File: config.mk
export PLATFORM = sky130hd
export DESIGN_NAME = muldiv_unit
export DESIGN_NICKNAME = d
export VERILOG_FILES = /design/src/rtl/muldiv_pkg.sv /design/src/rtl/muldiv_unit.sv
export SDC_FILE = /design/constraint.sdc
export NUM_CORES = 1
export LEC_CHECK = 0
export ABC_AREA = 0
export CORE_MARGIN = 2
export CORE_UTILIZATION = 55
export CTS_BUF_LIST = sky130_fd_sc_hd__clkbuf_2 sky130_fd_sc_hd__clkbuf_4 sky130_fd_sc_hd__clkbuf_8
export CTS_CLUSTER_SIZE = 20
export DETAILED_ROUTE_END_ITERATION = 8
export GPL_ROUTABILITY_DRIVEN = 0
export PLACE_DENSITY = 0.75
export SYNTH_ARGS = -nofsm -noshare
export SYNTH_HDL_FRONTEND = slang
export SYNTH_SLANG_ARGS = --single-unit
export TNS_END_PERCENT = 50
File: constraint.sdc
create_clock -name clk -period 5.15 [get_ports clk]
set_input_delay 1.545 -clock clk [delete_from_list [all_inputs] [get_ports clk]]
set_output_delay 1.545 -clock clk [all_outputs]
set_load 0.05 [all_outputs]
File: src/rtl/muldiv_pkg.sv
// muldiv_pkg: RV32M funct3 encodings, FSM states and operand signedness helpers
package muldiv_pkg;
   typedef enum logic [1:0] {IDLE, CALC, DONE} state_e;
   localparam logic [2:0] F_MUL    = 3'b000;
   localparam logic [2:0] F_MULH   = 3'b001;
   localparam logic [2:0] F_MULHSU = 3'b010;
   localparam logic [2:0] F_MULHU  = 3'b011;
   localparam logic [2:0] F_DIV    = 3'b100;
   localparam logic [2:0] F_DIVU   = 3'b101;
   localparam logic [2:0] F_REM    = 3'b110;
   localparam logic [2:0] F_REMU   = 3'b111;
   function automatic logic signed_a(input logic [2:0] f);
      return f inside {F_MULH, F_MULHSU, F_DIV, F_REM};
   endfunction
   function automatic logic signed_b(input logic [2:0] f);
      return f inside {F_MULH, F_DIV, F_REM};
   endfunction
endpackage

File: src/rtl/muldiv_unit.sv
// muldiv_unit: iterative radix-2 RV32M multiply/divide on magnitudes sharing one 2*XLEN shift register
module muldiv_unit
   import muldiv_pkg::*;
#(
   parameter int XLEN = 32
) (
   input  logic            clk,
   input  logic            reset,
   input  logic            start,
   input  logic [2:0]      funct3,
   input  logic [XLEN-1:0] op1,
   input  logic [XLEN-1:0] op2,
   output logic            busy,
   output logic            done,
   output logic [XLEN-1:0] result
);
   localparam int CW = $clog2(XLEN + 1);
   localparam logic [XLEN-1:0] XMIN = {1'b1, {(XLEN-1){1'b0}}};
   state_e            state_q, state_d;
   logic [CW-1:0]     cnt_q, cnt_d;
   logic [2*XLEN-1:0] acc_q, acc_d, mul_step, div_step, prod;
   logic [2:0]        f_q, f_d;
   logic [XLEN-1:0]   a_q, a_d, b_q, b_d, res_q;
   logic [XLEN-1:0]   in_mag, b_mag, hi, lo, q_val, r_val, fin;
   logic [XLEN:0]     sum, rs, diff;
   logic              busy_q, done_q, neg_a, neg_b, div0, ovf;
   assign in_mag = (signed_a(funct3) & op1[XLEN-1]) ? -op1 : op1;
   assign neg_a  = signed_a(f_q) & a_q[XLEN-1];
   assign neg_b  = signed_b(f_q) & b_q[XLEN-1];
   assign b_mag  = neg_b ? -b_q : b_q;
   assign hi     = acc_q[2*XLEN-1:XLEN];
   assign lo     = acc_q[XLEN-1:0];
   // multiply: multiplier magnitude in low half shifts out as the product shifts in
   assign sum      = {1'b0, hi} + (acc_q[0] ? {1'b0, b_mag} : '0);
   assign mul_step = {sum, acc_q[XLEN-1:1]};
   // divide: partial remainder in high half, quotient bits enter at the bottom
   assign rs       = {hi, acc_q[XLEN-1]};
   assign diff     = rs - {1'b0, b_mag};
   assign div_step = {diff[XLEN] ? rs[XLEN-1:0] : diff[XLEN-1:0], acc_q[XLEN-2:0], ~diff[XLEN]};
   assign div0  = b_q == '0;
   assign ovf   = signed_b(f_q) && a_q == XMIN && b_q == '1;
   assign prod  = (neg_a ^ neg_b) ? -acc_q : acc_q;
   assign q_val = (neg_a ^ neg_b) ? -lo : lo;
   assign r_val = neg_a ? -hi : hi;
   assign fin   = !f_q[2] ? (f_q == F_MUL ? prod[XLEN-1:0] : prod[2*XLEN-1:XLEN])
                : !f_q[1] ? (div0 ? '1 : ovf ? XMIN : q_val)
                : (div0 ? a_q : ovf ? '0 : r_val);
   always_comb begin
      state_d = state_q;
      cnt_d   = cnt_q;
      acc_d   = acc_q;
      f_d     = f_q;
      a_d     = a_q;
      b_d     = b_q;
      case (state_q)
         IDLE: if (start) begin
            state_d = CALC;
            cnt_d   = '0;
            acc_d   = {{XLEN{1'b0}}, in_mag};
            f_d     = funct3;
            a_d     = op1;
            b_d     = op2;
         end
         CALC: if (f_q[2] && (div0 || ovf)) state_d = DONE;
         else begin
            acc_d   = f_q[2] ? div_step : mul_step;
            cnt_d   = cnt_q + 1'b1;
            state_d = (cnt_q == CW'(XLEN - 1)) ? DONE : CALC;
         end
         default: state_d = IDLE;
      endcase
   end
   always_ff @(posedge clk) begin
      if (reset) begin
         state_q <= IDLE;
         cnt_q   <= '0;
         acc_q   <= '0;
         f_q     <= '0;
         a_q     <= '0;
         b_q     <= '0;
         res_q   <= '0;
         busy_q  <= 1'b0;
         done_q  <= 1'b0;
      end else begin
         state_q <= state_d;
         cnt_q   <= cnt_d;
         acc_q   <= acc_d;
         f_q     <= f_d;
         a_q     <= a_d;
         b_q     <= b_d;
         busy_q  <= state_q != IDLE;
         done_q  <= state_q == DONE;
         if (state_q == DONE) res_q <= fin;
      end
   end
   assign busy   = busy_q;
   assign done   = done_q;
   assign result = res_q;
endmodule

==> summary.md, run 1 <==
| Metric | Value |
|---|---|
| Synth warn | `0` |
| DIE WIDTH | `173 um` |
| Hold Violations, Final | `0` |
| CP Data Required Time | `5550 ps` |
| Critical path endpoint | `acc_q[63]` |
| Post-route setup slack | `191 ps` |
| First-pass GRT wire length | `85900 um` |
| Initial antenna violation count | `0` |
| Port buffer count | `103` |
| Peak supply drop | `0.000176 V` |
| Top-area cell type share of the netlist area | `22.1%` |
| Max-cap viol count | `0` |
| # diodes | `0` |
| Type of the most critical hold path | `register to register` |
| Startpoint types | `register` |
| Initial drt markers | `2196` |
| RSZ-0062 raised after global routing | `no` |
| Yosys reg bits | `173` |
| Max Slew Vio Count | `0` |
| Synthesized area | `15700 um^2` |
| Final setup vio count | `0` |
| Worst Reg-to-Reg Cells | `17` |
| Num rows | `61` |
| TritonCTS clock tree | `built` |
| All-Layer GR Usage | `35.6%` |
| Final antenna-violating net count | `0` |
| Syn_nets | `2372` |
| Rel. slew slack | `2.78%` |
| Setup CP Type | `register to register` |
| Avg Cell Area, Syn | `7.03 um^2` |
| Starting Density | `56.1%` |
| Core box area | `27900 um^2` |
| DR vias | `17300` |
| Post-synth ARST share | `0%` |
| Hold_buf cts | `0` |
| Worst R2R Setup Slack | `190 ps` |
| Maximum number of pins on one net before global-route repair | `99` |
| Final worst path period share | `96.3%` |
| Most frequent cell after synthesis | `nand2_1` |
| Cell taking the most area after synthesis | `dfxtp_1` |
| LEAKAGE | `6.47 nW` |
| Post-DP Area | `16800 um^2` |
| Setup TNS | `0 ps` |
| Post-Route Utilization | `61.7%` |
| Synth top area cells | `dfxtp_1 (22%), a21oi_1 (9.4%), nand2_1 (7.9%)` |
| Synth-to-Final Area Change | `9.97%` |
| Placed cell count | `2576` |
| Overall routed net length | `55600 um` |
| Crit path from | `f_q[0]` |
| DR DRC count | `0` |
| Clk slew on worst S/H paths | `100 ps` |
| Pre-antenna DRT Iters | `6` |
| Die area | `29900 um^2` |
| Minimum clock period | `4960 ps` |
| Final Skew | `20.4 ps` |
| Pwr Total | `4.19 mW` |
| Post-layout nets | `2362` |
| Hold WS | `475 ps` |
| Crit end category | `register` |
| Finished Cell Area | `17200 um^2` |
| Number of global-route vias before repair | `15900` |
| GR Overflow Total | `0` |
| Synth cell count leaders | `nand2_1 (329), a21oi_1 (294), nor2_1 (190)` |
| Max Buffers Root-to-Sink | `2` |
| Power density over the cells | `243 nW/um^2` |
| WP data arrival | `5360 ps` |
| TritonCTS Buffers | `17` |
| Post-Place Worst Slack | `248 ps` |
| CTS Sinks | `173` |
| Final std cells w/o fill | `2611` |
| Clock root cell | `clkbuf_8` |
| Fmax achieved | `202 MHz` |
| Syn Inst Count | `2230` |
| Crit path max fanout | `10` |
| Worst-Margin Slew | `1440 ps` |
| Worst-Skew Late Latency | `490 ps` |
| Worst flop-to-flop path endpoint | `acc_q[63]` |
| EDFF count, synth | `0` |
| HPWL after DPL | `41700 um` |
| Share of post-route cells with drive strength above 1 | `5.82%` |
| Wire per inst | `21.3 um` |
| Top-level I/O count | `104` |
| Main synth FF type | `dfxtp_1` |
| Outcome | `finished clean` |
| Via density | `6.64` |
| Distinct cells, synth | `84` |
| Die height | `173 um` |
| Sequential area share after synthesis | `22.1%` |
| Worst r2r src | `f_q[0]` |
| Htree depth | `4` |
## per-layer routing
metal / part of all wire (%) / global-route usage (%) / routed length, um
met1: 42 / 48.4 / 23200
met2: 41 / 53.0 / 23000
met3: 12 / 9.94 / 6790
met4: 4.7 / 14.8 / 2630
met5: 0 / 0 / 0
## area by class of cell
class / instances / area [um^2]
clock buffers: 18 / 248
well taps: 378 / 473
flip-flops and latches: 173 / 3470
multi-input cells: 1840 / 11400
repair buffers: 148 / 1370
fillers: 2589 / 10700
inverters: 40 / 150
clock inverters: 14 / 150
## state kept, by name, summed over array words and instances (netlist names)
signal   flops
a_q         32
acc_q       64
b_q         32
busy         1
cnt_q        6
done         1
f_q          3
result      32
state_q      2
## power breakdown
part | total, mW | internal (mW) | switching (mW) | leakage [nW]
sequential | 1.56 | 1.41 | 0.152 | 1.41
clock | 0.997 | 0.375 | 0.622 | 0.196
combinational | 1.63 | 0.608 | 1.02 | 4.86
total | 4.19 | 2.39 | 1.80 | 6.47
## worst max-delay path, cell delays in order, from the launching register on
cell      delay, ps
dfxtp_1         520
or3b_2          500
nand2_1         130
and2_1          340
buf_4           210
o41ai_1          80
xor2_1          370
nor2_1           90
ha_1            320
inv_1            90
or3_1           370
o21ai_0         340
a22oi_1         120
buf_4           190
o21ai_0         450
a21oi_1         160
or3_1           410
a311oi_2        190
## cell usage in the layout, fill, tap and decap left out, types with 8 or more instances in the layout
| cell type | n |
|---|---|
| o21ai_0 | 135 |
| clkdlybuf4s50_1 | 102 |
| o41ai_1 | 9 |
| xor2_1 | 93 |
| a311oi_1 | 10 |
| a22oi_2 | 8 |
| or4_1 | 10 |
| clkbuf_8 | 18 |
| and3_1 | 14 |
| dfxtp_1 | 172 |
| a21oi_1 | 292 |
| nor2_1 | 190 |
| ha_1 | 70 |
| xnor2_1 | 107 |
| nand2b_1 | 19 |
| inv_1 | 38 |
| a221oi_1 | 8 |
| o21bai_1 | 9 |
| o221ai_1 | 9 |
| o21a_1 | 11 |
| mux2i_1 | 41 |
| nand3_1 | 36 |
| o21ai_1 | 18 |
| nor4_1 | 28 |
| nor3_1 | 50 |
| and2_1 | 11 |
| or3_1 | 16 |
| nand4_1 | 24 |
| a21o_1 | 29 |
| a211o_1 | 10 |
| nor2b_1 | 11 |
| nand2_1 | 328 |
| a211oi_1 | 34 |
| o211ai_1 | 41 |
| o31ai_1 | 28 |
| buf_4 | 46 |
| a31oi_1 | 32 |
## cells by family (layout without fill, tap and decap cells)
family	count (synthesis)	after routing	synth area share [%]
adder cells (fa/ha/maj)	72	72	5.84
AND/OR/NAND/NOR	783	783	23.1
XOR/XNOR	201	201	11.2
flip-flops	173	173	22.1
buffers and inverters	217	220	5.68
multiplexers	44	44	2.83
AO/OA/AOI/OAI	740	740	29.2
## worst min path at each step
stage | startpoint | to | slack (ps) | cells past startpoint
4_1_cts | result[0] | result[0] | 480 | 2
3_3_place_gp | result[10] | result[10] | 450 | 2
2_1_floorplan | a_q[8] | a_q[8] | 440 | 2
5_1_grt | a_q[27] | a_q[27] | 500 | 2
3_5_place_dp | result[5] | result[5] | 460 | 2
6_report | result[0] | result[0] | 480 | 2
## what timing repair did
| item | in CTS | in global routing |
|---|---|---|
| buffers inserted | 0 | 3 |
| setup endpoints to repair | 0 | 33 |
| gates resized for setup | 0 | 9 |
Power figures use the tool's default switching activity.
==> run 2: changes to the inputs <==
Settings changed: CAP_MARGIN set to 25.
==> summary.md, run 2 (synthesis gave the netlist of run 1 again) <==
| Metric | Value |
|---|---|
| Final setup vio count | `0` |
| All-Layer GR Usage | `35.5%` |
| Failing checks | `design-rule violations` |
| Pwr Total | `4.19 mW` |
| Num rows | `61` |
| Die area | `29900 um^2` |
| TritonCTS Buffers | `17` |
| Fillers | `2626` |
| Commonest non-fill, non-tap cells in the layout | `nand2_1 (328), a21oi_1 (293), nor2_1 (190)` |
| Top-level I/O count | `104` |
| Outcome | `finished with violations` |
| Maximum number of pins on one net before global-route repair | `99` |
| GR Overflow Total | `0` |
| CTS Sinks | `173` |
| Commonest non-fill, non-tap cell in the layout | `nand2_1` |
| Final worst path period share | `95.3%` |
| Initial drt markers | `2256` |
| Worst-Skew Late Latency | `510 ps` |
| Clock root cell | `clkbuf_8` |
| Hold Violations, Final | `0` |
| Max-cap viol count | `0` |
| # diodes | `0` |
| DIE WIDTH | `173 um` |
| Setup TNS | `0 ps` |
| Final Skew | `27.4 ps` |
| CP Data Required Time | `5570 ps` |
| Rel. slew slack | `20.5%` |
| Max Slew Vio Count | `0` |
| Overall routed net length | `55500 um` |
| Wire per inst | `21.2 um` |
| Number of global-route vias before repair | `15900` |
| Worst-Margin Slew | `1180 ps` |
| Type of the most critical hold path | `register to register` |
| Crit path max fanout | `10` |
| Power density over the cells | `243 nW/um^2` |
| LEAKAGE | `6.49 nW` |
| Final antenna-violating net count | `0` |
| First-pass GRT wire length | `85400 um` |
| HPWL after DPL | `41700 um` |
| Fmax achieved | `204 MHz` |
| Initial antenna violation count | `0` |
| WP data arrival | `5330 ps` |
| Pre-antenna DRT Iters | `9` |
| Peak supply drop | `0.000147 V` |
| Htree depth | `4` |
| Post-layout nets | `2365` |
| Clk slew on worst S/H paths | `110 ps` |
| Minimum clock period | `4910 ps` |
| DR vias | `17300` |
| DR DRC count | `1` |
| Max Buffers Root-to-Sink | `2` |
| Die height | `173 um` |
| Setup CP Type | `register to register` |
| Share of post-route cells with drive strength above 1 | `5.72%` |
| Starting Density | `56.1%` |
| Port buffer count | `103` |
| RSZ-0062 raised after global routing | `no` |
| Hold_buf cts | `0` |
| Synth-to-Final Area Change | `10.0%` |
| Crit end category | `register` |
| Placed cell count | `2577` |
| Max FFs per register | `64` |
| Biggest register | `acc_q` |
| TritonCTS clock tree | `built` |
| Startpoint types | `register` |
| Core box area | `27900 um^2` |
| Via density | `6.63` |
| Final std cells w/o fill | `2614` |
run 2: cell types whose count changed in the layout (fill, tap and decap cells not counted), sizes merged:
cell,delta
inv,+1
clkinvlp,-1
buf,+3
run 2: what timing repair did:
item                                    4_1_cts  5_1_grt
gates resized for setup                       0        4
hold endpoints to repair                      0        0
endpoints found under the setup margin        0       33
buffers inserted                              0        3
run 2: worst paths after layout:
check / start / endpoint / slack, ps / cells after the start
setup / recovery: f_q[0] / acc_q[63] / 240 / 17
hold / removal: result[0] / result[0] / 470 / 2
setup reg to reg: f_q[0] / acc_q[63] / 240 / 17
hold reg to reg: result[0] / result[0] / 470 / 2
run 2: area by class of cell:
type	instances	area, um^2	area share (%)
well taps	378	473	2.74
multi-input cells	1840	11400	65.8
inverters	40	150	0.871
flip-flops and latches	173	3470	20.1
repair buffers	151	1410	8.16
clock inverters	14	146	0.849
clock buffers	18	248	1.44
run 2: metrics by stage:
step                      setup slack (ps)  hold slack, ps  utilization (%)  instance area [um^2]
after global placement                 325             445             60.0                 16800
final                                  244             472             61.7                 17200
after global routing                  25.1             501             61.7                 17200
after CTS                              167             473             61.5                 17200
after detailed placement               215             454             60.1                 16800
after floorplan                        501             442                -                 15700
run 2: worst max-delay path, stage by stage (launching register included):
cell and delay, ps:
dfxtp_1 520, or3b_2 500, nand2_1 140, and2_1 340, buf_4 200, o41ai_1 80
xor2_1 360, nor2_1 90, ha_1 330, inv_1 90, or3_1 380, o21ai_0 330
a22oi_1 120, buf_4 190, o21ai_0 410, a21oi_1 160, or3_1 390, a311oi_2 190
run 2: metal layers:
metal	global-route usage (%)	share of wire, %
met5	0	0
met4	14.4	4.5
met3	9.54	13
met2	52.9	41
met1	48.5	41
run 2: report_power, final:
part,switching (mW),leakage (nW),total (mW),internal (mW)
Combinational,1.02,4.88,1.63,0.610
Sequential,0.152,1.41,1.56,1.41
Clock,0.628,0.199,1.00,0.375
Total,1.80,6.49,4.19,2.39
